===== src/rtl/spi_slave_ctrl.sv =====
// spi_slave_ctrl: transfer sequencer sitting in front of the SPI bit shifter.
// Qualifies send requests against mode/enable, pulses the shifter load strobe,
// holds slave-select low for one 8-bit frame and pulses the receive strobe at
// frame end. One request can be queued while a frame is in flight.
module spi_slave_ctrl #(
  parameter int DIV_W = 12,
  parameter int CNT_W = DIV_W + 3
) (
  input  logic             PCLK,
  input  logic             PRESET_n,
  input  logic             mstr_i,
  input  logic             spe_i,
  input  logic             spiswai_i,
  input  logic [1:0]       spi_mode_i,
  input  logic             start_i,
  input  logic [DIV_W-1:0] baud_div_i,
  output logic             ss_o,
  output logic             send_data_o,
  output logic             receive_data_o,
  output logic             tip_o,
  output logic             pending_o,
  output logic             abort_o
);

  typedef enum logic [1:0] {
    S_IDLE = 2'b00,
    S_LOAD = 2'b01,
    S_XFER = 2'b10,
    S_DONE = 2'b11
  } state_t;

  state_t             r_state;
  state_t             w_state_nxt;
  logic               r_pending;
  logic               w_pending_nxt;
  logic               w_abort;
  logic               w_enable;
  logic [DIV_W-1:0]   r_eff_div;
  logic [DIV_W-1:0]   w_div_clamped;
  logic [CNT_W-1:0]   r_cnt;
  logic [CNT_W-1:0]   w_cnt_last;
  logic               r_ss;
  logic               r_send;
  logic               r_recv;
  logic               r_tip;
  logic               r_abort;

  // Transfers may run only in master mode, when enabled, and in RUN or in
  // WAIT with stop-in-wait cleared.
  assign w_enable = mstr_i & spe_i &
                    ((spi_mode_i == 2'b00) | ((spi_mode_i == 2'b01) & ~spiswai_i));

  // Divisors below 2 clamp to 2; odd divisors round down so SCLK stays symmetric.
  assign w_div_clamped = (baud_div_i < {{(DIV_W-2){1'b0}}, 2'b10})
                         ? {{(DIV_W-2){1'b0}}, 2'b10}
                         : {baud_div_i[DIV_W-1:1], 1'b0};

  // Last counter value of the frame: 8*eff_div - 1 (cannot overflow CNT_W).
  assign w_cnt_last = CNT_W'({r_eff_div, 3'b000}) - {{(CNT_W-1){1'b0}}, 1'b1};

  // State register.
  always_ff @(posedge PCLK or negedge PRESET_n) begin
    if (!PRESET_n) begin
      r_state <= S_IDLE;
    end else begin
      r_state <= w_state_nxt;
    end
  end

  // Next-state, request-queue and abort decode.
  always_comb begin
    w_state_nxt   = r_state;
    w_pending_nxt = r_pending;
    w_abort       = 1'b0;
    case (r_state)
      S_IDLE: begin
        if ((start_i | r_pending) & w_enable) begin
          w_state_nxt   = S_LOAD;
          w_pending_nxt = 1'b0;
        end else if (start_i) begin
          w_pending_nxt = 1'b1;
        end else begin
          w_pending_nxt = r_pending;
        end
      end
      S_LOAD: begin
        if (start_i) begin
          w_pending_nxt = 1'b1;
        end else begin
          w_pending_nxt = r_pending;
        end
        if (!w_enable) begin
          w_state_nxt = S_IDLE;
          w_abort     = 1'b1;
        end else begin
          w_state_nxt = S_XFER;
        end
      end
      S_XFER: begin
        if (start_i) begin
          w_pending_nxt = 1'b1;
        end else begin
          w_pending_nxt = r_pending;
        end
        if (!w_enable) begin
          w_state_nxt = S_IDLE;
          w_abort     = 1'b1;
        end else if (r_cnt == w_cnt_last) begin
          w_state_nxt = S_DONE;
        end else begin
          w_state_nxt = S_XFER;
        end
      end
      S_DONE: begin
        if (start_i) begin
          w_pending_nxt = 1'b1;
        end else begin
          w_pending_nxt = r_pending;
        end
        w_state_nxt = S_IDLE;
      end
      default: begin
        w_state_nxt   = S_IDLE;
        w_pending_nxt = 1'b0;
      end
    endcase
  end

  // Pending flag, frame counter and divisor latched at LOAD.
  always_ff @(posedge PCLK or negedge PRESET_n) begin
    if (!PRESET_n) begin
      r_pending <= 1'b0;
      r_cnt     <= {CNT_W{1'b0}};
      r_eff_div <= {{(DIV_W-2){1'b0}}, 2'b10};
    end else begin
      r_pending <= w_pending_nxt;
      if ((r_state == S_XFER) && (w_state_nxt == S_XFER)) begin
        r_cnt <= r_cnt + {{(CNT_W-1){1'b0}}, 1'b1};
      end else begin
        r_cnt <= {CNT_W{1'b0}};
      end
      if (r_state == S_LOAD) begin
        r_eff_div <= w_div_clamped;
      end else begin
        r_eff_div <= r_eff_div;
      end
    end
  end

  // Registered outputs decoded from the state being entered.
  always_ff @(posedge PCLK or negedge PRESET_n) begin
    if (!PRESET_n) begin
      r_ss    <= 1'b1;
      r_send  <= 1'b0;
      r_recv  <= 1'b0;
      r_tip   <= 1'b0;
      r_abort <= 1'b0;
    end else begin
      r_ss    <= (w_state_nxt != S_XFER);
      r_send  <= (w_state_nxt == S_LOAD);
      r_recv  <= (w_state_nxt == S_DONE);
      r_tip   <= (w_state_nxt == S_XFER);
      r_abort <= w_abort;
    end
  end

  assign ss_o           = r_ss;
  assign send_data_o    = r_send;
  assign receive_data_o = r_recv;
  assign tip_o          = r_tip;
  assign pending_o      = r_pending;
  assign abort_o        = r_abort;

endmodule


===== config.mk =====
export PLATFORM = sky130hd
export DESIGN_NAME = spi_slave_ctrl
export DESIGN_NICKNAME = d
export VERILOG_FILES = /design/src/rtl/spi_slave_ctrl.sv
export SDC_FILE = /design/constraint.sdc
export NUM_CORES = 1
export LEC_CHECK = 0
export ABC_CLOCK_PERIOD_IN_PS = 3600
export BUFFER_PORTS_ARGS = -buffer_cell sky130_fd_sc_hd__buf_4
export CORE_UTILIZATION = 40
export DETAILED_ROUTE_END_ITERATION = 6
export SLEW_MARGIN = 20
export SYNTH_ARGS = -nofsm -noshare
export SYNTH_HDL_FRONTEND = slang
export SYNTH_SLANG_ARGS = --single-unit

===== constraint.sdc =====
create_clock -name PCLK -period 3.6 [get_ports PCLK]
set_input_delay 0.72 -clock PCLK [delete_from_list [all_inputs] [get_ports PCLK]]
set_output_delay 0.72 -clock PCLK [all_outputs]
set_load 0.02 [all_outputs]

==> impl_metrics.ini <==
[run_status]
status = complete, but fails checks
violations = design-rule violations

[global_route]
antenna_found_initial = 0
grt_pass1_vias = 1485
grt_usage_pct = 17.4
grt_overflow = 0
grt_max_degree = 35
grt_pass1_wl_mm = 6.73

[detailed_routing]
first_pass_iters = 6
drtAntennaViolNets = 0
drt-total-wl_mm = 3.89
viasPerCell = 5.32
drc = 6
wl_per_cell_um = 14.2
via_count = 1459
first_iter_violations = 64

[power]
powerDensity_nw_per_um2 = 616
totalPowerFinal_mw = 1.36
leakagePower_nw = 0.924
ir_drop_v = 0.000240

[critical_path]
rr_worst_depth = 9
required_ns = 3.75
start_kind = flop
worstPathMaxFanout = 20
critPathArrivalTime_ns = 2.93
end_kind = flop
path_class = reg -> reg

[clock_tree]
cts_root_buf = clkbuf_8
path_clk_slew_ns = 0.07
cts_tree = built
cts_resized = 0
cts_setup_buffers = 0
numCtsBuffers = 5
h-tree-depth = 2
cts_buffer_depth = 2
ctsHoldBuffers = 0
worst_skew_pair.late_latency_ns = 0.29
clock_sinks = 34

[sta]
period_share_pct = 77.2
timing.fmax_mhz = 360
slew-limit-headroom_pct = 59.1
final-max-slew-violation-count = 0
tightest_slew_ns = 0.608
hold_viol_final = 0
tns_ns = 0
rsz0062_at_grt = no
skew_ns = 0.00452
setup_viol = 0
min_period_ns = 2.78

[job]
drv_cap = 0

[die]
die-area_um2 = 5030
core_um2 = 4470
io_pins = 26
die_h_um = 70.9
core.rowCount = 24
initial_core_util_pct = 42.5
die_w_um = 70.9

[place]
dp_hpwl_mm = 2.74
dpl_cell_area_um2 = 2120
routabilityCongestion = 0.772
place.port_buffers = 24

[layout]
final_util_pct = 49.5
drive_above_1_share_pct = 20.3
area_growth_pct = 16.5
final_nets = 247
fin_area_um2 = 2210
antennaDiodeCount = 0

[worst_hold_path]
hold_path.class = in -> async

[synthesis]
ys.warnings.count = 0
synth_edf_count = 0
synth_nets = 223
yosysSeqAreaShare_pct = 44.9
synth_compound_area_share_pct = 7.64
syn_area_um2 = 1900
async_reset_ff_share_pct = 100
ys_ff_latch = 34
synth-xor-area-share_pct = 12.4
synth_top_family_by_area = simple AND/OR/NAND/NOR gates
synthFlopType = dfrtp_1
syn_avg_cell_area_um2 = 9.65
yosys.area_share.simple_pct = 21.3
yosys-mux-area-fraction_pct = 5.20
synthCells = 197
synthAdderAreaFrac_pct = 4.48
synth_cell_types = 41
==> flip-flops by register name (all words and copies together) (netlist names) <==
name            flops
send_data_o         1
r_state             2
abort_o             1
ss_o                1
receive_data_o      1
tip_o               1
pending_o           1
r_eff_div          11
r_cnt              15
==> cells in the final DEF (no fill, tap or decap), types with 3 or more instances in the layout <==
cell type,n
o21ai_0,7
inv_1,10
nand3_1,9
nor2b_1,5
ha_1,6
xnor2_1,19
nor3_1,17
nor2_1,12
mux2_2,7
clkbuf_8,6
nand4_1,3
and3_1,5
buf_4,26
nor4_1,3
dfrtp_1,32
nand2_1,16
xor2_1,8
==> worst paths after layout <==
kind,startpoint,slack [ns],endpoint
max,r_eff_div[1],0.82,r_cnt[1]
min,PRESET_n,0.38,tip_o
max reg2reg,r_eff_div[1],0.82,r_cnt[1]
min reg2reg,r_cnt[0],0.50,r_cnt[0]
max in group asynchronous,PRESET_n,2.88,r_eff_div[1]
min in group PCLK,r_cnt[0],0.50,r_cnt[0]
==> per-layer routing <==
| layer | vias up | share of wire [%] | GRT usage [%] |
|---|---|---|---|
| li1 | 728 | - | - |
| met4 | 0 | 1.6 | 7.33 |
| met1 | 701 | 48 | 21.7 |
| met3 | 4 | 3.8 | 4.27 |
| met5 | - | 0 | 0 |
| met2 | 26 | 47 | 29.0 |
==> power by group <==
group | switching [mW] | leakage [nW] | internal, mW
sequential | 0.0902 | 0.440 | 0.469
combinational | 0.279 | 0.435 | 0.237
clock | 0.135 | 0.0482 | 0.154
==> critical path, cell delays in order, from the launching register on <==
cell and delay (ns):
dfstp_2 0.59, inv_1 0.07, ha_1 0.30, xor2_1 0.14, nand4_1 0.09, or4_1 0.46
or4_1 0.42, o31ai_2 0.18, buf_4 0.28, nor3_1 0.10
==> final cells by class <==
cell class | count | area (um2)
Sequential cell | 34 | 853
Timing Repair Buffer | 26 | 195
Multi-Input combinational cell | 144 | 971
Clock inverter | 1 | 5.00
Tap cell | 52 | 65.1
Inverter | 10 | 37.5
Fill cell | 438 | 2260
Clock buffer | 7 | 86.3
==> per-stage QoR <==
stage | std cells | worst slack [ns] | hold WS (ns)
floorplan | 197 | 1.03 | 0.424
global placement | 266 | 0.835 | 0.490
detailed placement | 266 | 0.829 | 0.495
CTS | 274 | 0.816 | 0.384
global route | 274 | 0.674 | 0.398
finish | 274 | 0.821 | 0.380
==> cell families (layout without fill, tap and decap cells) <==
kind of cell	Yosys count	count (layout)
AOI/OAI and AO/OA	21	21
and+or+nand+nor	80	80
buffers and inverters	19	44
DFF	34	34
xor gates and xnor gates	27	27
muxes	9	9
adders and majority gates	7	7
==> cell usage after synthesis (all sizes together), types with 2 or more instances <==
cell type,number,area [um2]
clkbuf,6,22.5
ha,6,75.1
a211oi,2,15.0
dfrtp,32,801
o21ai,7,35.0
nor4,3,18.8
xor2,8,70.1
and3,5,31.3
and2,2,12.5
or3,2,12.5
nor2,12,45.0
nor3,18,95.1
nand2,16,60.1
mux2,7,78.8
dfstp,2,52.6
nand4,3,18.8
xnor2,19,166
buf,3,16.3
a21oi,2,10.0
nand3,9,45.0
or4,2,15.0
inv,10,37.5
nor2b,5,31.3
mux2i,2,20.0
Power figures use the tool's default switching activity.
